### config.mk
export PLATFORM = sky130hd
export DESIGN_NAME = lcd_bus_responder
export DESIGN_NICKNAME = d
export VERILOG_FILES = /design/src/rtl/lcd_bus_pkg.sv /design/src/rtl/lcd_bus_responder_sync.sv /design/src/rtl/lcd_bus_responder.sv
export SDC_FILE = /design/constraint.sdc
export NUM_CORES = 1
export LEC_CHECK = 0
export CELL_PAD_IN_SITES_DETAIL_PLACEMENT = 2
export CELL_PAD_IN_SITES_GLOBAL_PLACEMENT = 2
export CORE_ASPECT_RATIO = 0.9
export CORE_MARGIN = 2
export CORE_UTILIZATION = 35
export CTS_BUF_LIST = sky130_fd_sc_hd__clkbuf_16
export CTS_CLUSTER_SIZE = 40
export DETAILED_ROUTE_END_ITERATION = 10
export GPL_TIMING_DRIVEN = 0
export PLACE_DENSITY = 0.78
export SLEW_MARGIN = 20
export SYNTH_ARGS = -nofsm -noshare
export SYNTH_HDL_FRONTEND = slang
export SYNTH_HIERARCHICAL = 1
export SYNTH_SLANG_ARGS = --single-unit
export TNS_END_PERCENT = 1
### constraint.sdc
create_clock -name clk -period 5.7 [get_ports clk]
set_input_delay 1.71 -clock clk [delete_from_list [all_inputs] [get_ports clk]]
set_output_delay 1.71 -clock clk [all_outputs]
set_load 0.02 [all_outputs]
### src/rtl/lcd_bus_pkg.sv
// Shared constants and types for the 8080-style LCD bus responder.
package lcd_bus_pkg;

  localparam logic [7:0] CMD_SWRESET = 8'h01;
  localparam logic [7:0] CMD_RDID    = 8'h04;
  localparam logic [7:0] CMD_CASET   = 8'h2A;
  localparam logic [7:0] CMD_PASET   = 8'h2B;
  localparam logic [7:0] CMD_RAMWR   = 8'h2C;

  typedef logic [2:0] state_t;
  localparam state_t ST_IDLE   = 3'd0;
  localparam state_t ST_CASET  = 3'd1;
  localparam state_t ST_PASET  = 3'd2;
  localparam state_t ST_RAMWR  = 3'd3;
  localparam state_t ST_IGNORE = 3'd4;

  typedef struct packed {
    logic       cd;
    logic [7:0] data;
  } bus_byte_t;

  function automatic logic [8:0] clamp_addr(input logic [15:0] v, input logic [8:0] lim);
    return (v > {7'd0, lim}) ? lim : v[8:0];
  endfunction

endpackage

### src/rtl/lcd_bus_responder_sync.sv
// Two-flop synchronizers for the asynchronous LCD bus plus write/read/cs edge pulses.
module lcd_bus_sync
  import lcd_bus_pkg::*;
(
  input  logic       clk,
  input  logic       rst,
  input  logic       cs_n,
  input  logic       cd,
  input  logic       wr_n,
  input  logic       rd_n,
  input  logic [7:0] data_in,
  output logic       wr_evt,
  output logic       rd_fall,
  output logic       rd_rise,
  output logic       cs_rise,
  output bus_byte_t  bus
);

  // [1] is the synchronized level; strobes idle high so reset cannot fake an edge
  logic [1:0] cs_sh, wr_sh, rd_sh;
  logic       cs_q, wr_q, rd_q;
  bus_byte_t  b_s1, b_s2;

  always_ff @(posedge clk or negedge rst) begin
    if (!rst) begin
      cs_sh <= 2'b11;
      wr_sh <= 2'b11;
      rd_sh <= 2'b11;
      cs_q  <= 1'b1;
      wr_q  <= 1'b1;
      rd_q  <= 1'b1;
      b_s1  <= '0;
      b_s2  <= '0;
    end else begin
      cs_sh <= {cs_sh[0], cs_n};
      wr_sh <= {wr_sh[0], wr_n};
      rd_sh <= {rd_sh[0], rd_n};
      cs_q  <= cs_sh[1];
      wr_q  <= wr_sh[1];
      rd_q  <= rd_sh[1];
      b_s1  <= {cd, data_in};
      b_s2  <= b_s1;
    end
  end

  assign wr_evt  = wr_sh[1] & ~wr_q & ~cs_sh[1];
  assign rd_fall = ~rd_sh[1] & rd_q & ~cs_sh[1];
  assign rd_rise = rd_sh[1] & ~rd_q;
  assign cs_rise = cs_sh[1] & ~cs_q;
  assign bus     = b_s2;

endmodule

### src/rtl/lcd_bus_responder.sv
// ILI9341-style panel front end: command decode, address window, RGB565 pixel stream.
// Optional ID read-back is enabled by defining LCD_RESPONDER_READBACK_EN.
module lcd_bus_responder
  import lcd_bus_pkg::*;
#(
  parameter int          COLS     = 320,
  parameter int          ROWS     = 240,
  parameter logic [23:0] PANEL_ID = 24'h009341
) (
  input  logic        clk,
  input  logic        rst,
  input  logic        cs_n,
  input  logic        cd,
  input  logic        wr_n,
  input  logic        rd_n,
  input  logic [7:0]  data_in,
  output logic [7:0]  data_out,
  output logic        data_oe,
  output logic        cmd_strobe,
  output logic [7:0]  cmd_code,
  output logic        pix_valid,
  output logic [8:0]  pix_x,
  output logic [8:0]  pix_y,
  output logic [15:0] pix_color
);

  localparam logic [8:0] XMAX = 9'(COLS - 1);
  localparam logic [8:0] YMAX = 9'(ROWS - 1);
  localparam int STAGES = 1;

  logic       wr_evt, rd_fall, rd_rise, cs_rise;
  bus_byte_t  bus;

  state_t      state;
  logic [1:0]  pcnt;
  logic [15:0] p_start;
  logic [7:0]  p_end_hi;
  logic [8:0]  sc, ec, sp, ep, cur_x, cur_y;
  logic        phase;
  logic [7:0]  hi_byte;
  logic [STAGES:0] vld_pipe;
  logic [8:0]  stg_x, stg_y;
  logic [15:0] stg_color;

  logic [8:0]  lim, c_start, c_end;
  logic        pix_done;

  lcd_bus_sync u_sync (
    .clk     (clk),
    .rst     (rst),
    .cs_n    (cs_n),
    .cd      (cd),
    .wr_n    (wr_n),
    .rd_n    (rd_n),
    .data_in (data_in),
    .wr_evt  (wr_evt),
    .rd_fall (rd_fall),
    .rd_rise (rd_rise),
    .cs_rise (cs_rise),
    .bus     (bus)
  );

  // Commit values for the 4th window parameter, which is the byte on the bus now
  always_comb begin
    lim     = (state == ST_PASET) ? YMAX : XMAX;
    c_start = clamp_addr(p_start, lim);
    c_end   = clamp_addr({p_end_hi, bus.data}, lim);
    if (c_end < c_start) c_end = c_start;
  end

  assign pix_done = wr_evt & bus.cd & (state == ST_RAMWR) & phase;

  always_ff @(posedge clk or negedge rst) begin
    if (!rst) begin
      state      <= ST_IDLE;
      pcnt       <= '0;
      p_start    <= '0;
      p_end_hi   <= '0;
      sc         <= '0;
      ec         <= XMAX;
      sp         <= '0;
      ep         <= YMAX;
      cur_x      <= '0;
      cur_y      <= '0;
      phase      <= 1'b0;
      hi_byte    <= '0;
      cmd_strobe <= 1'b0;
      cmd_code   <= '0;
      stg_x      <= '0;
      stg_y      <= '0;
      stg_color  <= '0;
    end else begin
      cmd_strobe <= 1'b0;
      if (cs_rise) phase <= 1'b0;
      if (wr_evt && !bus.cd) begin
        cmd_strobe <= 1'b1;
        cmd_code   <= bus.data;
        pcnt       <= '0;
        phase      <= 1'b0;
        case (bus.data)
          CMD_CASET: state <= ST_CASET;
          CMD_PASET: state <= ST_PASET;
          CMD_RAMWR: begin
            state <= ST_RAMWR;
            cur_x <= sc;
            cur_y <= sp;
          end
          CMD_SWRESET: begin
            state <= ST_IDLE;
            sc    <= '0;
            ec    <= XMAX;
            sp    <= '0;
            ep    <= YMAX;
          end
          default: state <= ST_IGNORE;
        endcase
      end else if (wr_evt) begin
        case (state)
          ST_CASET, ST_PASET: begin
            pcnt <= pcnt + 2'd1;
            case (pcnt)
              2'd0: p_start[15:8] <= bus.data;
              2'd1: p_start[7:0]  <= bus.data;
              2'd2: p_end_hi      <= bus.data;
              default: begin
                if (state == ST_CASET) begin
                  sc <= c_start;
                  ec <= c_end;
                end else begin
                  sp <= c_start;
                  ep <= c_end;
                end
                state <= ST_IDLE;
              end
            endcase
          end
          ST_RAMWR: begin
            if (!phase) begin
              hi_byte <= bus.data;
              phase   <= 1'b1;
            end else begin
              phase     <= 1'b0;
              stg_x     <= cur_x;
              stg_y     <= cur_y;
              stg_color <= {hi_byte, bus.data};
              if (cur_x == ec) begin
                cur_x <= sc;
                cur_y <= (cur_y == ep) ? sp : cur_y + 9'd1;
              end else begin
                cur_x <= cur_x + 9'd1;
              end
            end
          end
          default: ;
        endcase
      end
    end
  end

  // Extra stage puts the pixel one cycle behind the command strobe
  always_ff @(posedge clk or negedge rst) begin
    if (!rst) begin
      vld_pipe  <= '0;
      pix_x     <= '0;
      pix_y     <= '0;
      pix_color <= '0;
    end else begin
      vld_pipe <= {vld_pipe[STAGES-1:0], pix_done};
      if (vld_pipe[0]) begin
        pix_x     <= stg_x;
        pix_y     <= stg_y;
        pix_color <= stg_color;
      end
    end
  end

  assign pix_valid = vld_pipe[STAGES];

`ifdef LCD_RESPONDER_READBACK_EN
  logic       rb_armed;
  logic [2:0] rb_idx;
  logic [7:0] rb_byte;

  always_comb begin
    case (rb_idx)
      3'd1:    rb_byte = PANEL_ID[23:16];
      3'd2:    rb_byte = PANEL_ID[15:8];
      3'd3:    rb_byte = PANEL_ID[7:0];
      default: rb_byte = 8'h00;
    endcase
  end

  always_ff @(posedge clk or negedge rst) begin
    if (!rst) begin
      rb_armed <= 1'b0;
      rb_idx   <= '0;
      data_oe  <= 1'b0;
      data_out <= '0;
    end else begin
      if (wr_evt && !bus.cd) begin
        rb_armed <= (bus.data == CMD_RDID);
        rb_idx   <= '0;
      end
      if (rd_fall && rb_armed) begin
        data_oe  <= 1'b1;
        data_out <= rb_byte;
        if (rb_idx != 3'd4) rb_idx <= rb_idx + 3'd1;
      end else if (rd_rise) begin
        data_oe <= 1'b0;
      end
    end
  end
`else
  logic rd_unused;
  assign rd_unused = rd_fall ^ rd_rise;
  assign data_out  = '0;
  assign data_oe   = 1'b0;
`endif

endmodule

==> results of run 1 <==
[metal layers]
metal  routed length, um  vias up
li1                    -     2639
met4                 249        0
met5                   0        -
met2               11280       81
met3                 564       18
met1               10080     3006
[placed cells by master (no fill, tap or decap), types with 13 or more instances in the layout]
cell type and n:
clkbuf_16 17, mux2_2 117, a21oi_1 26, dfrtp_1 175, ha_1 22, nor2_1 39
dfstp_2 20, clkbuf_1 20, inv_1 16, xor2_1 13, clkdlybuf4s50_1 55, o21ai_0 19
nand2_1 62
[layout make-up]
type                    count  area, sq um
plain buffers              42        235.2
flip-flops and latches    195         4905
multi-input cells         460         3485
well taps                 308        385.4
clock buffers              17        425.4
clock inverters            15        183.9
fillers                  2489        13950
inverters                  17        63.81
repair buffers             58        620.6
[power by group through the flow]
stage	clock network [W]	logic [W]	registers [W]
2_1_floorplan	0	0.0000794	0.00147
3_3_place_gp	0	0.000175	0.00147
3_5_place_dp	0	0.000186	0.00147
4_1_cts	0.00125	0.000188	0.00144
5_1_grt	0.00131	0.000204	0.00144
6_report	0.00122	0.000184	0.00144
[worst max path at each step]
| stage | from | to | slack (ns) | cells after the start |
|---|---|---|---|---|
| 6_report | state[0] | ep[3] | 0.53 | 17 |
| 5_1_grt | state[0] | ep[3] | 0.26 | 17 |
| 4_1_cts | state[0] | ep[3] | 0.50 | 17 |
| 3_5_place_dp | state[0] | ep[3] | 0.58 | 17 |
| 3_3_place_gp | rst | pix_color[5] | -5.32 | 1 |
| 2_1_floorplan | state[0] | ep[4] | 1.57 | 17 |
[worst max-delay path, cell delays in order (launching register included)]
cell and delay [ns]:
dfrtp_1 0.41, nand2b_1 0.18, or2_2 0.29, clkbuf_1 0.27, inv_1 0.32, ha_1 0.30, a21boi_0 0.16, or3_1 0.48
o21ai_2 0.17, mux2_2 0.39, inv_1 0.15, ha_1 0.28, a21o_1 0.17, a21o_1 0.17, a211oi_1 0.53, o21ai_4 0.25
mux2i_1 0.41, o22a_1 0.18
[through the flow]
step,utilization,hold slack [ns]
3_3_place_gp,0.3969,0.3330
6_report,0.4248,0.3531
3_5_place_dp,0.3997,0.3379
4_1_cts,0.4248,0.3554
2_1_floorplan,-,0.3312
5_1_grt,0.4248,0.3608
==> run metrics, run 1 <==
GR peak layer met2; CTS Buf Count 17; clk_skew 0.01520 ns; IO Count 67; syn avg cell area 12.26 sq um; Layout Nets roughly 830; vias in the first global route between 6k and 7k; Final period util 0.9067; CTS Root Buffer Type clkbuf_16; first-pass detailed-route iteration total 4; worst slew pin tran 0.8451 ns; Die Span X 169.7 um; Worst Reg2Reg Path Length in Cells 17; largest net degree at the start of global routing 94; slew margin rel. 0.4307; core area roughly 24000 sq um; DR vias 5744; Setup WS pre-CTS 0.5845 ns; Routed WL per cell 19.94 um; part of the power in the clock network 0.428; grt met1 use 0.2397; met3 Usage GRT 0.02978; Iter 0 DRT Violations between 200 and 250; Antenna Nets Post-Route 0; # rows 54; P_int 0.002083 W; logic gate share of total power 0.065; VDD IR max 0.0002032 V; grt met2 use 0.3180; CTS tree yes; Switch Pwr ~0.00076 W; CTS Buffer Depth 2; pwr/cell area between 200 and 300 nW/um^2; Final Setup Violations 0; register share of total power 0.507; CP startpoint kind register; post-route setup TNS 0 ns; post-detail-place hpwl 15570 um; sw frac 0.2668; H-tree levels 4; I/O Buffers 56; DRC viols 0; share of post-route cells with drive strength above 1 0.2637; Reg-to-Reg End ep[3]; Worst-path clk slew 0.08 ns; total gr overflow 0; first-pass GRT wire length 36890 um; Worst EP arrival around 5.5 ns; Antenna Diode Count 0; # resized after CTS 0; dpl cell area a little under 10000 sq um; worst hold path type register to register; f_max 193.5 MHz; Die Y 153.2 um; final slew viol count 0; worst hold endpoint u_sync/bus[5]; synth-to-layout area growth 19.09%; Final WS setup 0.5320 ns; r2r setup slk 0.53 ns; CP Class register to register; die area 26000 sq um; Mapped Cells about 710; max cap viols 0; routed vias/inst 5.165; Tot GR Track Use 0.1828; RSZ-0062 raised after global routing false; Critical Path RT between 6 and 7 ns; final hold vios 0; Post-CTS Hold Buffers 0; Post-Route WL 22180 um; final cell count without fillers 1112; r2r startpoint state[0]; overall power approximately 0.0028 W; Syn. warnings 6; clock sink total 195; status completed; Syn Std Cell Area 8652 sq um; Hold Path Stages 0; initial antenna violation count 0; crit end category register; GPL Wtd Cong 0.8025; crit path max fanout 10; Period minus WS final 5.168 ns; initial core utilization 0.3567; Worst-Skew Late Latency approximately 0.44 ns; cell count after placement ~1.1k; biggest regs p_start: 16 flops, pix_color: 16 flops, stg_color: 16 flops; LEAKAGE 4.812 nW; final instance area 10300 sq um; Post CTS Setup Buffer Count 0; HP Start u_sync/b_s1[5]
(Power assumes the default switching activity.)
==> run 2, diff against run 1 <==
DONT_BUFFER_PORTS = 1   (was unset)
PLACE_DENSITY = 0.73   (was 0.78)
==> run 2 against run 1 <==
Against the previous run: die area unchanged; global-route usage is essentially flat; setup slack got worse by 0.0091 ns; first-iteration DRC count down 16%; wire length increased by 0.98%; sequential power about the same; fmax decreased by 0.18%; cell count fell by 5.1%; highest routed layer unchanged.
==> run metrics, run 2 (same netlist as run 1, synthesis figures left out) <==
status completed; initial core utilization 0.3567; share of post-route cells with drive strength above 1 0.2788; clock sink total around 200; Worst-Skew Late Latency between 0.4 and 0.5 ns; DRC viols 0; Critical Path RT around 6.0 ns; Die Span X 169.7 um; CP peak stage delay 0.57 ns; Final period util 0.9083; IO Count 67; Antenna Nets Post-Route 0; register share of total power 0.517; part of the power in the clock network 0.443; P_int roughly 0.0021 W; first-pass detailed-route iteration total 4; Tot GR Track Use 0.1832; GR peak layer met2; H-tree levels 4; CP max-delay cell a211oi_1; vias in the first global route 6432; post-detail-place hpwl between 15000 and 20000 um; Period minus WS final 5.177 ns; Worst EP arrival 5.48 ns; Switch Pwr 0.0007461 W; synth-to-layout area growth 12.00%; grt met2 use 0.3153; CP Class register to register; met3 Usage GRT 0.03884; first-pass GRT wire length 36830 um; LEAKAGE 4.592 nW; logic gate share of total power 0.040; Post-Route WL 22390 um; RSZ-0062 raised after global routing false; CTS Buf Count 17; grt met1 use 0.2362; Die Y 153.2 um; max cap viols 0; Final Setup Violations 0; CTS tree yes; f_max 193.2 MHz; GPL Wtd Cong 0.7969; fill count 2457; Iter 0 DRT Violations 205; Post-CTS Hold Buffers 0; total gr overflow 0; VDD IR max 0.0001832 V; crit path max fanout 10; most common cell after layout, fill and taps aside dfrtp_1; worst slew pin tran 1.149 ns; CTS Root Buffer Type clkbuf_16; routed vias/inst 5.271; Worst-path clk slew 0.08 ns; Layout Nets 769; initial antenna violation count 0; largest net degree at the start of global routing 196; Post CTS Setup Buffer Count 0; clk_skew 0.01294 ns; critical-path cell list nand2b_1 -> or2_2 -> clkbuf_1 -> inv_1 -> ha_1 -> a21boi_0 -> or3_1 -> o21ai_2 -> mux2_2 -> inv_1 -> ha_1 -> a21o_1 -> a21o_1 -> a211oi_1 -> o21ai_4 -> mux2i_1 -> o21ai_1; CTS Buffer Depth 2; # rows 54; sw frac 0.2654; biggest regs p_start: 16 flops, pix_color: 16 flops, stg_color: 16 flops; final slew viol count 0; die area around 26000 sq um; overall power 0.002811 W; I/O Buffers 0; core area 24260 sq um; final hold vios 0; Routed WL per cell 21.23 um; CP startpoint kind register; # resized after CTS 0; most frequent cells in the layout dfrtp_1, mux2_2, nand2_1, nor2_1, a21oi_1; DR vias 5561; post-route setup TNS 0 ns; slew margin rel. 0.2271; crit end category register; worst hold path type register to register; pwr/cell area 290.1 nW/um^2
==> run 2: changes by cell type in the layout (fill, tap and decap cells not counted), sizes merged <==
cell / change
inv: +3
clkinv: -2
clkdlybuf4s50: -55
buf: -3
diode: +1
clkinvlp: -1
==> run 2: routing by layer <==
metal,wire length (um),vias to the layer above
met4,218,0
li1,-,2526
met1,10080,2931
met3,624,16
met2,11470,88
met5,0,-
==> run 2: worst max-delay path: cells and delay by family, from the launching register on <==
| family | cells | cell delay, ns |
|---|---|---|
| AO/OA/AOI/OAI | 7 | 1.59 |
| adder cells (fa/ha/maj) | 2 | 0.58 |
| buffers and inverters | 3 | 0.71 |
| flip-flops | 1 | 0.41 |
| multiplexers | 2 | 0.82 |
| AND/OR/NAND/NOR | 3 | 0.92 |
==> run 2: stage by stage <==
stage                     instance area (sq um)  hold slack (ns)  worst slack [ns]  utilization  cells
after floorplan                            8682           0.3312             1.569            -    714
after global placement                     9067           0.3320            0.8344       0.3738   1022
after detailed placement                   9067           0.3358            0.6423       0.3738   1022
after CTS                                  9688           0.3543            0.5986       0.3994   1054
after global routing                       9688           0.3610            0.2338       0.3994   1054
final                                      9691           0.3536            0.5230       0.3995   1055
==> run 2: final cells by class <==
type                       instances  area (sq um)  area share
sequential                       195          4905      0.5061
multi-input combinational        460          3478      0.3589
clock buffer                      17         425.4     0.04390
tap                              308         385.4     0.03977
buffer                            42         235.2     0.02427
clock inverter                    15         195.2     0.02014
inverter                          17         63.81    0.006585
antenna                            1         2.502   0.0002582
==> run 2: worst paths after layout <==
path                                startpoint  depth (start not counted)  slack [ns]             to
worst max register to register        state[0]                         17        0.52          ec[6]
worst min register to register  u_sync/b_s1[5]                          0        0.35  u_sync/bus[5]
worst max-delay path                  state[0]                         17        0.52          ec[6]
worst min-delay path            u_sync/b_s1[5]                          0        0.35  u_sync/bus[5]
max in group asynchronous                  rst                          0        4.42       state[1]
min in group asynchronous                  rst                          0        0.96       pix_y[4]
==> run 2: power groups by stage <==
| stage | logic (W) | clock network [W] | registers (W) |
|---|---|---|---|
| 3_5_place_dp | 0.000110 | 0 | 0.00148 |
| 3_3_place_gp | 0.000102 | 0 | 0.00148 |
| 4_1_cts | 0.000112 | 0.00129 | 0.00146 |
| 2_1_floorplan | 0.0000794 | 0 | 0.00147 |
| 6_report | 0.000112 | 0.00124 | 0.00145 |
| 5_1_grt | 0.000123 | 0.00133 | 0.00146 |
